File: src/rtl/alu_pkg.sv
// Shared definitions for the iterative ALU: op codes, FSM state encoding,
// the WIDTH legality check and op-class helpers.
package alu_pkg;

  localparam logic [5:0] OP_ADD    = 6'd0;
  localparam logic [5:0] OP_SUB    = 6'd1;
  localparam logic [5:0] OP_AND    = 6'd2;
  localparam logic [5:0] OP_XOR    = 6'd3;
  localparam logic [5:0] OP_OR     = 6'd4;
  localparam logic [5:0] OP_SLL    = 6'd5;
  localparam logic [5:0] OP_SRL    = 6'd6;
  localparam logic [5:0] OP_SRA    = 6'd7;
  localparam logic [5:0] OP_EQ     = 6'd8;
  localparam logic [5:0] OP_GEU    = 6'd9;
  localparam logic [5:0] OP_LTU    = 6'd10;
  localparam logic [5:0] OP_NE     = 6'd11;
  localparam logic [5:0] OP_GTU    = 6'd12;
  localparam logic [5:0] OP_LT     = 6'd13;
  localparam logic [5:0] OP_GE     = 6'd14;
  localparam logic [5:0] OP_PASSB  = 6'd63;

  localparam logic [5:0] OP_MUL    = 6'd16;
  localparam logic [5:0] OP_MULH   = 6'd17;
  localparam logic [5:0] OP_MULHSU = 6'd18;
  localparam logic [5:0] OP_MULHU  = 6'd19;
  localparam logic [5:0] OP_DIV    = 6'd20;
  localparam logic [5:0] OP_DIVU   = 6'd21;
  localparam logic [5:0] OP_REM    = 6'd22;
  localparam logic [5:0] OP_REMU   = 6'd23;

  typedef enum logic [1:0] {
    S_IDLE = 2'd0,
    S_CALC = 2'd1,
    S_FIN  = 2'd2,
    S_DONE = 2'd3
  } state_t;

  function automatic bit width_ok(input int w);
    return (w == 8) || (w == 16) || (w == 32) || (w == 64);
  endfunction

  // M ops occupy codes 16..23, i.e. op[5:3] == 3'b010.
  function automatic logic is_mop(input logic [5:0] op);
    return op[5:3] == 3'b010;
  endfunction

endpackage

File: src/rtl/alu_muldiv_core.sv
// Bit-serial multiply (shift-add) and restoring divide on operand magnitudes,
// with the sign correction and divide-by-zero handling applied to the output.
module alu_muldiv_core
  import alu_pkg::*;
#(
  parameter int WIDTH = 32
) (
  input  logic             clk,
  input  logic             rst,
  input  logic             load,
  input  logic             step,
  input  logic [2:0]       fn,
  input  logic [WIDTH-1:0] a,
  input  logic [WIDTH-1:0] b,
  output logic             last,
  output logic [WIDTH-1:0] result
);

  localparam int CW = $clog2(WIDTH);

  logic [CW-1:0]      cnt;
  logic [WIDTH-1:0]   hi, lo, mc;
  logic               is_div, hi_sel, neg_res, b_zero;

  logic               a_s, b_s, a_neg, b_neg;
  logic [WIDTH-1:0]   ma, mb;
  logic [WIDTH:0]     sum, shifted;
  logic               ge;
  logic [2*WIDTH-1:0] prod, prod_fix;
  logic [WIDTH-1:0]   div_val, div_fix;

  // fn[2] selects divide; for multiply fn[1:0] picks MUL/MULH/MULHSU/MULHU,
  // for divide fn[1] selects remainder and fn[0] selects unsigned.
  always_comb begin
    if (fn[2]) begin
      a_s = !fn[0];
      b_s = !fn[0];
    end else begin
      a_s = (fn[1:0] == 2'd1) || (fn[1:0] == 2'd2);
      b_s = (fn[1:0] == 2'd1);
    end
    a_neg = a_s && a[WIDTH-1];
    b_neg = b_s && b[WIDTH-1];
    ma    = a_neg ? -a : a;
    mb    = b_neg ? -b : b;
  end

  always_comb begin
    sum     = {1'b0, hi} + (lo[0] ? {1'b0, mc} : {(WIDTH+1){1'b0}});
    shifted = {hi, lo[WIDTH-1]};
    ge      = shifted >= {1'b0, mc};
  end

  always_ff @(posedge clk or posedge rst) begin
    if (rst) begin
      cnt     <= '0;
      hi      <= '0;
      lo      <= '0;
      mc      <= '0;
      is_div  <= 1'b0;
      hi_sel  <= 1'b0;
      neg_res <= 1'b0;
      b_zero  <= 1'b0;
    end else if (load) begin
      cnt    <= '0;
      hi     <= '0;
      is_div <= fn[2];
      b_zero <= (b == '0);
      if (fn[2]) begin
        lo      <= ma;
        mc      <= mb;
        hi_sel  <= fn[1];
        neg_res <= fn[1] ? a_neg : (a_neg ^ b_neg);
      end else begin
        lo      <= mb;
        mc      <= ma;
        hi_sel  <= (fn[1:0] != 2'd0);
        neg_res <= a_neg ^ b_neg;
      end
    end else if (step) begin
      cnt <= cnt + 1'b1;
      if (is_div) begin
        hi <= ge ? (shifted[WIDTH-1:0] - mc) : shifted[WIDTH-1:0];
        lo <= {lo[WIDTH-2:0], ge};
      end else begin
        hi <= sum[WIDTH:1];
        lo <= {sum[0], lo[WIDTH-1:1]};
      end
    end
  end

  assign last = (cnt == CW'(WIDTH - 1));

  // A zero divisor leaves the dividend magnitude in hi, so the remainder
  // path already yields a; only the quotient needs forcing to all ones.
  always_comb begin
    prod     = {hi, lo};
    prod_fix = neg_res ? -prod : prod;
    div_val  = hi_sel ? hi : lo;
    div_fix  = neg_res ? -div_val : div_val;
    if (is_div)
      result = (b_zero && !hi_sel) ? {WIDTH{1'b1}} : div_fix;
    else
      result = hi_sel ? prod_fix[2*WIDTH-1:WIDTH] : prod_fix[WIDTH-1:0];
  end

endmodule

File: src/rtl/alu_iter.sv
// Iterative ALU: single-cycle base ops, bit-serial M ops, valid/ready on both
// sides. A request moves on a side when valid and ready are both high at a
// rising clock edge; the result holds in DONE until out_ready takes it.
module alu_iter
  import alu_pkg::*;
#(
  parameter int WIDTH = 32,
  parameter int SHW   = $clog2(WIDTH)
) (
  input  logic             clk,
  input  logic             rst,
  input  logic             in_valid,
  output logic             in_ready,
  input  logic [5:0]       op,
  input  logic [WIDTH-1:0] a,
  input  logic [WIDTH-1:0] b,
  output logic             out_valid,
  input  logic             out_ready,
  output logic [WIDTH-1:0] result,
  output logic             cmp_true,
  output logic             busy,
  output logic [1:0]       dbg_state
);

  generate
    if (!width_ok(WIDTH)) begin : g_bad_width
      $error("alu_iter: WIDTH must be 8, 16, 32 or 64");
    end
  endgenerate

  state_t           state, state_next;
  logic             accept, core_last;
  logic [WIDTH-1:0] core_result, base_res;
  logic             base_cmp;
  logic [SHW-1:0]   sh;

  assign in_ready  = (state == S_IDLE);
  assign busy      = (state != S_IDLE);
  assign out_valid = (state == S_DONE);
  assign dbg_state = state;
  assign accept    = in_valid && in_ready;
  assign sh        = b[SHW-1:0];

  always_comb begin
    base_res = '0;
    base_cmp = 1'b0;
    case (op)
      OP_ADD:   base_res = a + b;
      OP_SUB:   base_res = a - b;
      OP_AND:   base_res = a & b;
      OP_XOR:   base_res = a ^ b;
      OP_OR:    base_res = a | b;
      OP_SLL:   base_res = a << sh;
      OP_SRL:   base_res = a >> sh;
      OP_SRA:   base_res = $signed(a) >>> sh;
      OP_EQ:    base_cmp = (a == b);
      OP_GEU:   base_cmp = (a >= b);
      OP_LTU:   base_cmp = (a < b);
      OP_NE:    base_cmp = (a != b);
      OP_GTU:   base_cmp = (a > b);
      OP_LT:    base_cmp = ($signed(a) < $signed(b));
      OP_GE:    base_cmp = ($signed(a) >= $signed(b));
      OP_PASSB: base_res = b;
      default:  base_res = '0;
    endcase
    // Comparison ops leave base_res at zero, so this is the 0/1 zero-extension.
    if (base_cmp)
      base_res = WIDTH'(1);
  end

  always_comb begin
    state_next = state;
    case (state)
      S_IDLE: if (accept) state_next = is_mop(op) ? S_CALC : S_DONE;
      S_CALC: if (core_last) state_next = S_FIN;
      S_FIN:  state_next = S_DONE;
      S_DONE: if (out_ready) state_next = S_IDLE;
      default: state_next = S_IDLE;
    endcase
  end

  always_ff @(posedge clk or posedge rst) begin
    if (rst) begin
      state    <= S_IDLE;
      result   <= '0;
      cmp_true <= 1'b0;
    end else begin
      state <= state_next;
      if (accept && !is_mop(op)) begin
        result   <= base_res;
        cmp_true <= base_cmp;
      end else if (state == S_FIN) begin
        result   <= core_result;
        cmp_true <= 1'b0;
      end
    end
  end

  alu_muldiv_core #(
    .WIDTH(WIDTH)
  ) u_core (
    .clk    (clk),
    .rst    (rst),
    .load   (accept && is_mop(op)),
    .step   (state == S_CALC),
    .fn     (op[2:0]),
    .a      (a),
    .b      (b),
    .last   (core_last),
    .result (core_result)
  );

endmodule

File: config.mk
export PLATFORM = sky130hd
export DESIGN_NAME = alu_iter
export DESIGN_NICKNAME = d
export VERILOG_FILES = /design/src/rtl/alu_pkg.sv /design/src/rtl/alu_muldiv_core.sv /design/src/rtl/alu_iter.sv
export SDC_FILE = /design/constraint.sdc
export NUM_CORES = 1
export LEC_CHECK = 0
export CORE_ASPECT_RATIO = 2
export CORE_MARGIN = 1.5
export CORE_UTILIZATION = 37
export CTS_CLUSTER_DIAMETER = 50
export DETAILED_ROUTE_END_ITERATION = 16
export DONT_BUFFER_PORTS = 1
export PLACE_DENSITY = 0.52
export SLEW_MARGIN = 10
export SYNTH_ARGS = -nofsm -noshare
export SYNTH_HDL_FRONTEND = slang
export SYNTH_SLANG_ARGS = --single-unit
export TNS_END_PERCENT = 5
File: constraint.sdc
create_clock -name clk -period 4.1 [get_ports clk]
set_input_delay 0.41 -clock clk [delete_from_list [all_inputs] [get_ports clk]]
set_output_delay 0.41 -clock clk [all_outputs]
set_load 0.03 [all_outputs]
==> impl_metrics.tcl, run 1 <==
set metrics [dict create \
    status "completed" \
    place_inst 4229 \
    cap_violations 0 \
    synth_edf_count 0 \
    clock_latency_ns 0.53 \
    drt_wl_total_um 146000 \
    syn_inst 3403 \
    routed_via_density 6.63 \
    path_cells "or4b_1 > o32ai_1 > nand3_1 > or4_4 > o31ai_2 > xnor2_1 > nand2_1 > a22o_1 > a221o_1" \
    ys_warn_count 0 \
    h-tree-depth 4 \
    drtIter0Drc 2312 \
    path_clk_slew_ns 0.06 \
    synth_adder_area_share 0.0925 \
    crit_required_ns 4.49 \
    path_delay_family "simple AND/OR/NAND/NOR gates" \
    cpPeakStageDelay_ns 0.69 \
    grt_max_degree 122 \
    ir_drop_uv 387 \
    synth_most_common_cell "nor2_1" \
    synth-main-ff-cell "dfrtp_1" \
    whs_ns 0.0991 \
    place.gp.congestion 1.04 \
    fin_crit_sh 0.947 \
    critical_path.max_fanout 9 \
    finalSetupTns_ns 0 \
    cts.sinks 140 \
    synth_seq_cells 140 \
    worst_pin_slew_ns 1.13 \
    finalClockSkew_ns 0.0265 \
    total_power_uw 18700 \
    cts_tree "built" \
    ant_nets 0 \
    dp_hpwl_um 118000 \
    synth.yosys.seq_area_share 0.143 \
    fmax_mhz 258 \
    hold_violations 0 \
    yosysTopAreaCellShare 0.143 \
    worst_slack_ns 0.218 \
    vias 28300 \
    worst-setup-path-type "reg2reg" \
    drive_above_1_share 0.124 \
    setup_violations 0 \
    pre_cts_ws_ns -0.106 \
    synth_compound_area_frac 0.320 \
    grt_pass1_vias 28300 \
    grt_overflow 0 \
    rows 133 \
    drc 0 \
    rsz0062_at_grt "no" \
    wl_per_cell_um 34.2 \
    end_kind "register" \
    cts_buffer_depth 3 \
    initial_core_util 0.373 \
    port_buffers 0 \
    fin_crit_ns 3.88 \
    synth_top_family_by_area "compound AO/OA/AOI/OAI gates" \
    area_growth_syn_to_layout_pct 10.9 \
    antenna_found_initial 4 \
    yosys-top-cells-count "nor2_1 (337), o21ai_0 (332), a21oi_1 (302), nand2_1 (296), clkbuf_1 (223)" \
    synth.avg_cell_area_um2 7.21 \
    cp_num_buf_inv 0 \
    io_pins 112 \
    muxShareOfSynthArea 0.110 \
    pwr_density_cell_nw_per_um2 688 \
    yosys-top-cells-area "dfrtp_1 (14%), ha_1 (8.9%), o21ai_0 (6.8%), a21oi_1 (6.2%), mux4_2 (5.2%)" \
    synthXorXnorAreaFrac 0.0656 \
    die_h_um 367 \
    yosysTopAreaCell "dfrtp_1" \
    first_pass_iters 6 \
    post_cts_buffers 0 \
    syn_area_um2 24500 \
    synthArstFlopShare 1.00 \
    hp-class "in2reg" \
    synth_nets 3656 \
    max_slew_margin 0.242 \
    synth_simple_gate_area_frac 0.194 \
    cts_made_buffers 25 \
    p_leak_uw 0.0111 \
    drv_slew 0 \
    cp-start-kind "register" \
    core_area_um2 65700 \
    root_buffer "clkbuf_16" \
    die_area_um2 68000 \
    die_x_um 185 \
    nets 3633 \
    instances_no_fill 4266 \
    grt_pass1_wl_um 205000 \
    arrival_ns 4.27 \
    slowest_stage "or4_4" \
    grt_usage 0.425 \
    synth_cell_type_count 99 \
]
==> what timing repair did <==
action,4_1_cts,5_1_grt
endpoints found under the setup margin,2,32
hold endpoints to repair,25,0
hold buffers,1,0
resized for setup,1,4
==> cells by family (layout without fill, tap and decap cells) <==
logic type      count (synthesis)  in the layout
compound gates               1225           1225
mux                           197            197
buf+inv                       466            449
simple gates                 1012           1012
fa+ha+maj                     179            179
flops                         140            140
other cells                     0              3
xor+xnor                      184            184
==> final cells by class <==
| class | instances | area [um2] |
|---|---|---|
| Fill cell | 6933 | 38500 |
| Inverter | 174 | 658 |
| Clock buffer | 28 | 657 |
| Sequential cell | 140 | 3510 |
| Tap cell | 877 | 1100 |
| Multi-Input combinational cell | 2797 | 19300 |
| Timing Repair Buffer | 242 | 1920 |
| Clock inverter | 5 | 75.1 |
| Antenna cell | 3 | 7.51 |
==> layout by cell type (no fill, tap or decap), drive strengths merged, types with 81 or more instances in the layout <==
master  synthesis  final
o21ai         341    341
ha            175    175
nand2         297    297
inv           171    170
nor2          338    338
a21oi         302    302
buf            69    241
mux2i         121    121
dfrtp         140    140
o211ai         81     81
xnor2         126    126
==> registers in the layout, indices dropped and copies added, names as in the netlist <==
signal	count
result	32
u_core.hi	32
u_core.lo	32
u_core.mc	32
u_core.cnt	5
dbg_state	2
cmp_true	1
u_core.b_zero	1
u_core.hi_sel	1
u_core.is_div	1
u_core.neg_res	1
==> per-stage QoR <==
stage                      util  instance area, um2
after CTS                 0.414               27200
after global placement    0.403               26500
after detailed placement  0.403               26500
after global routing      0.414               27200
after floorplan               -               24600
final                     0.414               27200
==> metal layers <==
metal  part of all wire  vias to the layer above  track usage
met4               0.13                        2        0.463
li1                   -                    12500            -
met3              0.065                      632       0.0863
met5           0.000076                        -            0
met1               0.30                    13700        0.376
met2               0.50                     1501        0.755
==> report_power, final <==
part | total, uW | internal (uW) | switching (uW)
logic | 13400 | 5080 | 8280
clock network | 1970 | 1250 | 719
registers | 3410 | 2030 | 1380
==> final timing paths <==
check / startpoint / end / slack (ns) / cells after the start
setup / recovery: u_core.hi[0]$_DFFE_PP0P_ / result[31]$_DFFE_PP0P_ / 0.22 / 9
hold / removal: op[2] / u_core.lo[18]$_DFFE_PP0P_ / 0.1 / 2
setup reg to reg: u_core.hi[0]$_DFFE_PP0P_ / result[31]$_DFFE_PP0P_ / 0.22 / 9
hold reg to reg: u_core.mc[6]$_DFFE_PP0P_ / u_core.mc[6]$_DFFE_PP0P_ / 0.49 / 2
max in group asynchronous: rst / u_core.hi[8]$_DFFE_PP0P_ / 2.51 / 3
min in group asynchronous: rst / u_core.cnt[0]$_DFFE_PP0P_ / 0.46 / 2
Power figures use the tool's default switching activity.
==> run 2, diff against run 1 <==
GPL_TIMING_DRIVEN = 0   (was not set)
==> run 2 against run 1 <==
  * Synthesized cell count unchanged
  * The flow now stops in global routing
  * Area after synthesis unchanged
==> impl_metrics.tcl, run 2 <==
set metrics [dict create \
    status "aborted with a tool error" \
    lastStage "global routing" \
    tool.error "[ERROR GRT-0116] Global routing finished with congestion. Check the congestion regions in the DRC Viewer." \
    die_x_um 185 \
    syn_inst 3403 \
    initial_core_util 0.373 \
    synthXorXnorAreaFrac 0.0656 \
    die_h_um 367 \
    io_pins 112 \
    yosys-top-cells-area "dfrtp_1 (14%), ha_1 (8.9%), o21ai_0 (6.8%), a21oi_1 (6.2%), mux4_2 (5.2%)" \
    synthArstFlopShare 1.00 \
    synth_most_common_cell "nor2_1" \
    synth_cell_type_count 99 \
    synth_simple_gate_area_frac 0.194 \
    cts.sinks 140 \
    ys_warn_count 0 \
    synth_nets 3656 \
    synth.yosys.seq_area_share 0.143 \
    grt_overflow 10 \
    syn_area_um2 24500 \
    synth_compound_area_frac 0.320 \
    grt_pass1_vias 32500 \
    synth_seq_cells 140 \
    cts_buffer_depth 3 \
    grt_pass1_wl_um 265000 \
    yosysTopAreaCell "dfrtp_1" \
    port_buffers 0 \
    h-tree-depth 4 \
    yosysTopAreaCellShare 0.143 \
    synth.avg_cell_area_um2 7.21 \
    synth_top_family_by_area "compound AO/OA/AOI/OAI gates" \
    synth-main-ff-cell "dfrtp_1" \
    muxShareOfSynthArea 0.110 \
    rows 133 \
    dp_hpwl_um 145000 \
    synth_adder_area_share 0.0925 \
    cts_made_buffers 25 \
    grt_usage 0.559 \
    root_buffer "clkbuf_16" \
    place.gp.congestion 1.14 \
    synth_edf_count 0 \
    grt_max_degree 38 \
    yosys-top-cells-count "nor2_1 (337), o21ai_0 (332), a21oi_1 (302), nand2_1 (296), clkbuf_1 (223)" \
]
-- run 2: cell counts after synthesis --
Identical to the previous run, type by type.
-- run 2: cells by family after synthesis --
group	after synthesis
muxes	197
adders and majority gates	179
xor gates and xnor gates	184
AOI/OAI and AO/OA	1225
DFF	140
and+or+nand+nor	1012
buffers and inverters	466
-- run 2: stage by stage --
| stage | area (um2) | setup slack [ns] | cells | hold slack [ns] |
|---|---|---|---|---|
| CTS | 26800 | -0.0588 | 4326 | 0.142 |
| detailed placement | 25800 | -1.85 | 4287 | 0.387 |
| global placement | 25700 | -1.78 | 4280 | 0.466 |
| floorplan | 24600 | 0.0274 | 3403 | 0.450 |
-- run 2: what timing repair did --
action | CTS
gates resized for setup | 64
pin swaps | 6
setup buffers | 8
hold buffers | 1
endpoints found under the setup margin | 76
endpoints found under the hold margin | 25
-- run 2: routing by layer --
metal  overflow  track usage
met1          0        0.516
met2          3        0.861
met3          0        0.215
met4          7        0.671
met5          0       0.0148
==> run 3, diff against run 2 <==
CORE_ASPECT_RATIO = not set   (was 2)
CORE_UTILIZATION = 22   (was 37)
CTS_CLUSTER_DIAMETER = not set   (was 50)
PLACE_DENSITY = not set   (was 0.52)
PLACE_DENSITY_LB_ADDON = 0.15   (was not set)
clock period = 5.3 ns   (was 4.1 ns; I/O delays follow)
==> run 3 against run 2 <==
  * The flow now finishes, with violations (negative setup slack)
==> impl_metrics.tcl, run 3 (synthesis results as in run 1) <==
set metrics [dict create \
    ir_drop_uv 204 \
    antenna_found_initial 6 \
    drv_slew 0 \
    cts_buffer_depth 2 \
    crit_start "b[2]" \
    use_met2 0.443 \
    worst_pin_slew_ns 1.35 \
    status "finished, violations left" \
    h-tree-depth 4 \
    gr-max-usage-layer "met2" \
    hp-start "a[0]" \
    instances_no_fill 4933 \
    critical_path.max_fanout 14 \
    io_pins 112 \
    setup_violations 1 \
    grt_usage 0.271 \
    power.share.switching 0.594 \
    gr-usage-met3 0.0423 \
    area_growth_syn_to_layout_pct 11.2 \
    initial_core_util 0.222 \
    rsz0062_at_grt "yes" \
    max_slew_margin 0.0948 \
    drt_wl_total_um 158000 \
    regToRegStartpoint "u_core.hi_sel$_DFFE_PP0P_" \
    utilization 0.247 \
    finalClockSkew_ns 0.0162 \
    end_kind "register" \
    nets 3681 \
    rr_endpoint "result[30]$_DFFE_PP0P_" \
    port_buffers 0 \
    root_buffer "clkbuf_16" \
    crit_end "result[24]$_DFFE_PP0P_" \
    cts_made_buffers 17 \
    place_inst 4894 \
    combPwrFrac 0.727 \
    drc 0 \
    pwr_density_cell_nw_per_um2 522 \
    core_area_um2 111000 \
    vias 28600 \
    die_x_um 337 \
    grt_pass1_vias 27100 \
    die_area_um2 114000 \
    fin_crit_sh 1.01 \
    fill_cells 12500 \
    reg2reg_depth 17 \
    arrival_ns 5.66 \
    cap_violations 0 \
    hold_violations 0 \
    worst-setup-path-type "in2reg" \
    clock_latency_ns 0.48 \
    cts.sinks 140 \
    drive_above_1_share 0.0674 \
    p_leak_uw 0.0104 \
    grt_overflow 0 \
    cts_tree "built" \
    die_h_um 337 \
    rows 122 \
    fin_crit_ns 5.36 \
    layout_common_cells "nor2_1 (337), o21ai_0 (329), a21oi_1 (300)" \
    clockPowerShare 0.096 \
    dp_hpwl_um 128000 \
    worst_slack_ns -0.0590 \
    violations "negative setup slack" \
    grt_pass1_wl_um 219000 \
    hp-class "in2reg" \
    rrSetupSlack_ns 0.31 \
    first_pass_iters 6 \
    routed_via_density 5.79 \
    path_clk_slew_ns 0.07 \
    final_common_cell "nor2_1" \
    fmax_mhz 187 \
    ant_nets 0 \
    finalSetupTns_ns -0.0590 \
    seqPwrFrac 0.177 \
    wl_per_cell_um 32.0 \
    intPower_uw 5790 \
    p_switching_uw 8460 \
    place.gp.congestion 0.992 \
    drtIter0Drc 3256 \
    crit_required_ns 5.60 \
    grt_max_degree 106 \
    cp-start-kind "primary input" \
    use_met1 0.355 \
]
==> run 3: how the worst min path moves through the flow <==
stage	cells past startpoint	slack (ns)	end
6_report	2	0.30	u_core.mc[0]$_DFFE_PP0P_
3_3_place_gp	2	0.46	u_core.mc[18]$_DFFE_PP0P_
4_1_cts	2	0.29	u_core.mc[0]$_DFFE_PP0P_
5_1_grt	2	0.30	u_core.mc[0]$_DFFE_PP0P_
3_5_place_dp	1	0.38	u_core.mc[13]$_DFFE_PP0P_
2_1_floorplan	2	0.45	u_core.mc[11]$_DFFE_PP0P_
==> run 3: area by class of cell <==
type,count,area [um2],area share
inverter,174,662,0.0243
tap,1488,1860,0.0682
multi-input combinational,2797,19400,0.709
clock inverter,15,205,0.00752
clock buffer,17,425,0.0156
timing repair buffer,8,86.3,0.00316
buffer,290,1180,0.0432
sequential,140,3500,0.128
antenna,4,10.0,0.000367
==> run 3: repair_timing <==
item                                   in CTS  in global routing
setup buffers                               2                  2
setup endpoints to repair                  26                 17
gates cloned                                0                  0
pin swaps                                   1                  1
gates resized for setup                    16                 16
hold buffers                                1                  0
endpoints found under the hold margin      35                  0
==> run 3: routing by layer <==
layer / part of all wire / wire length [um]
met3: 0.075 / 11800
met5: 0.00024 / 38
met4: 0.043 / 6760
met1: 0.42 / 66600
met2: 0.46 / 72700
==> run 3: critical path: stages <==
cell and delay (ns):
clkbuf_2 0.30, clkinv_2 0.35, buf_2 0.34, clkdlybuf4s15_2 0.46, ha_1 0.38, clkbuf_1 0.22, o21ba_1 0.24, or4_1 0.44
a311oi_2 0.46, o211ai_1 0.41, a211oi_4 0.49, nor2_1 0.12, a221o_1 0.37, a21oi_2 0.36, o21ai_0 0.15
==> run 3: metrics by stage <==
| stage | total power, uW | worst slack, ns | area, um2 | hold slack, ns |
|---|---|---|---|---|
| 3_3_place_gp | 12700 | -2.44 | 26400 | 0.465 |
| 4_1_cts | 14000 | -0.0397 | 27200 | 0.291 |
| 2_1_floorplan | 8960 | 0.535 | 24500 | 0.450 |
| 6_report | 14300 | -0.0590 | 27300 | 0.304 |
| 3_5_place_dp | 12600 | -2.13 | 26500 | 0.385 |
| 5_1_grt | 15100 | -0.0271 | 27300 | 0.302 |
==> run 3: power by group through the flow <==
stage          Clock, uW  Combinational, uW  Sequential [uW]
2_1_floorplan          0               6800             2160
3_3_place_gp           0              10100             2550
3_5_place_dp           0              10100             2540
4_1_cts             1390              10100             2520
5_1_grt             1420              11100             2560
6_report            1370              10400             2530
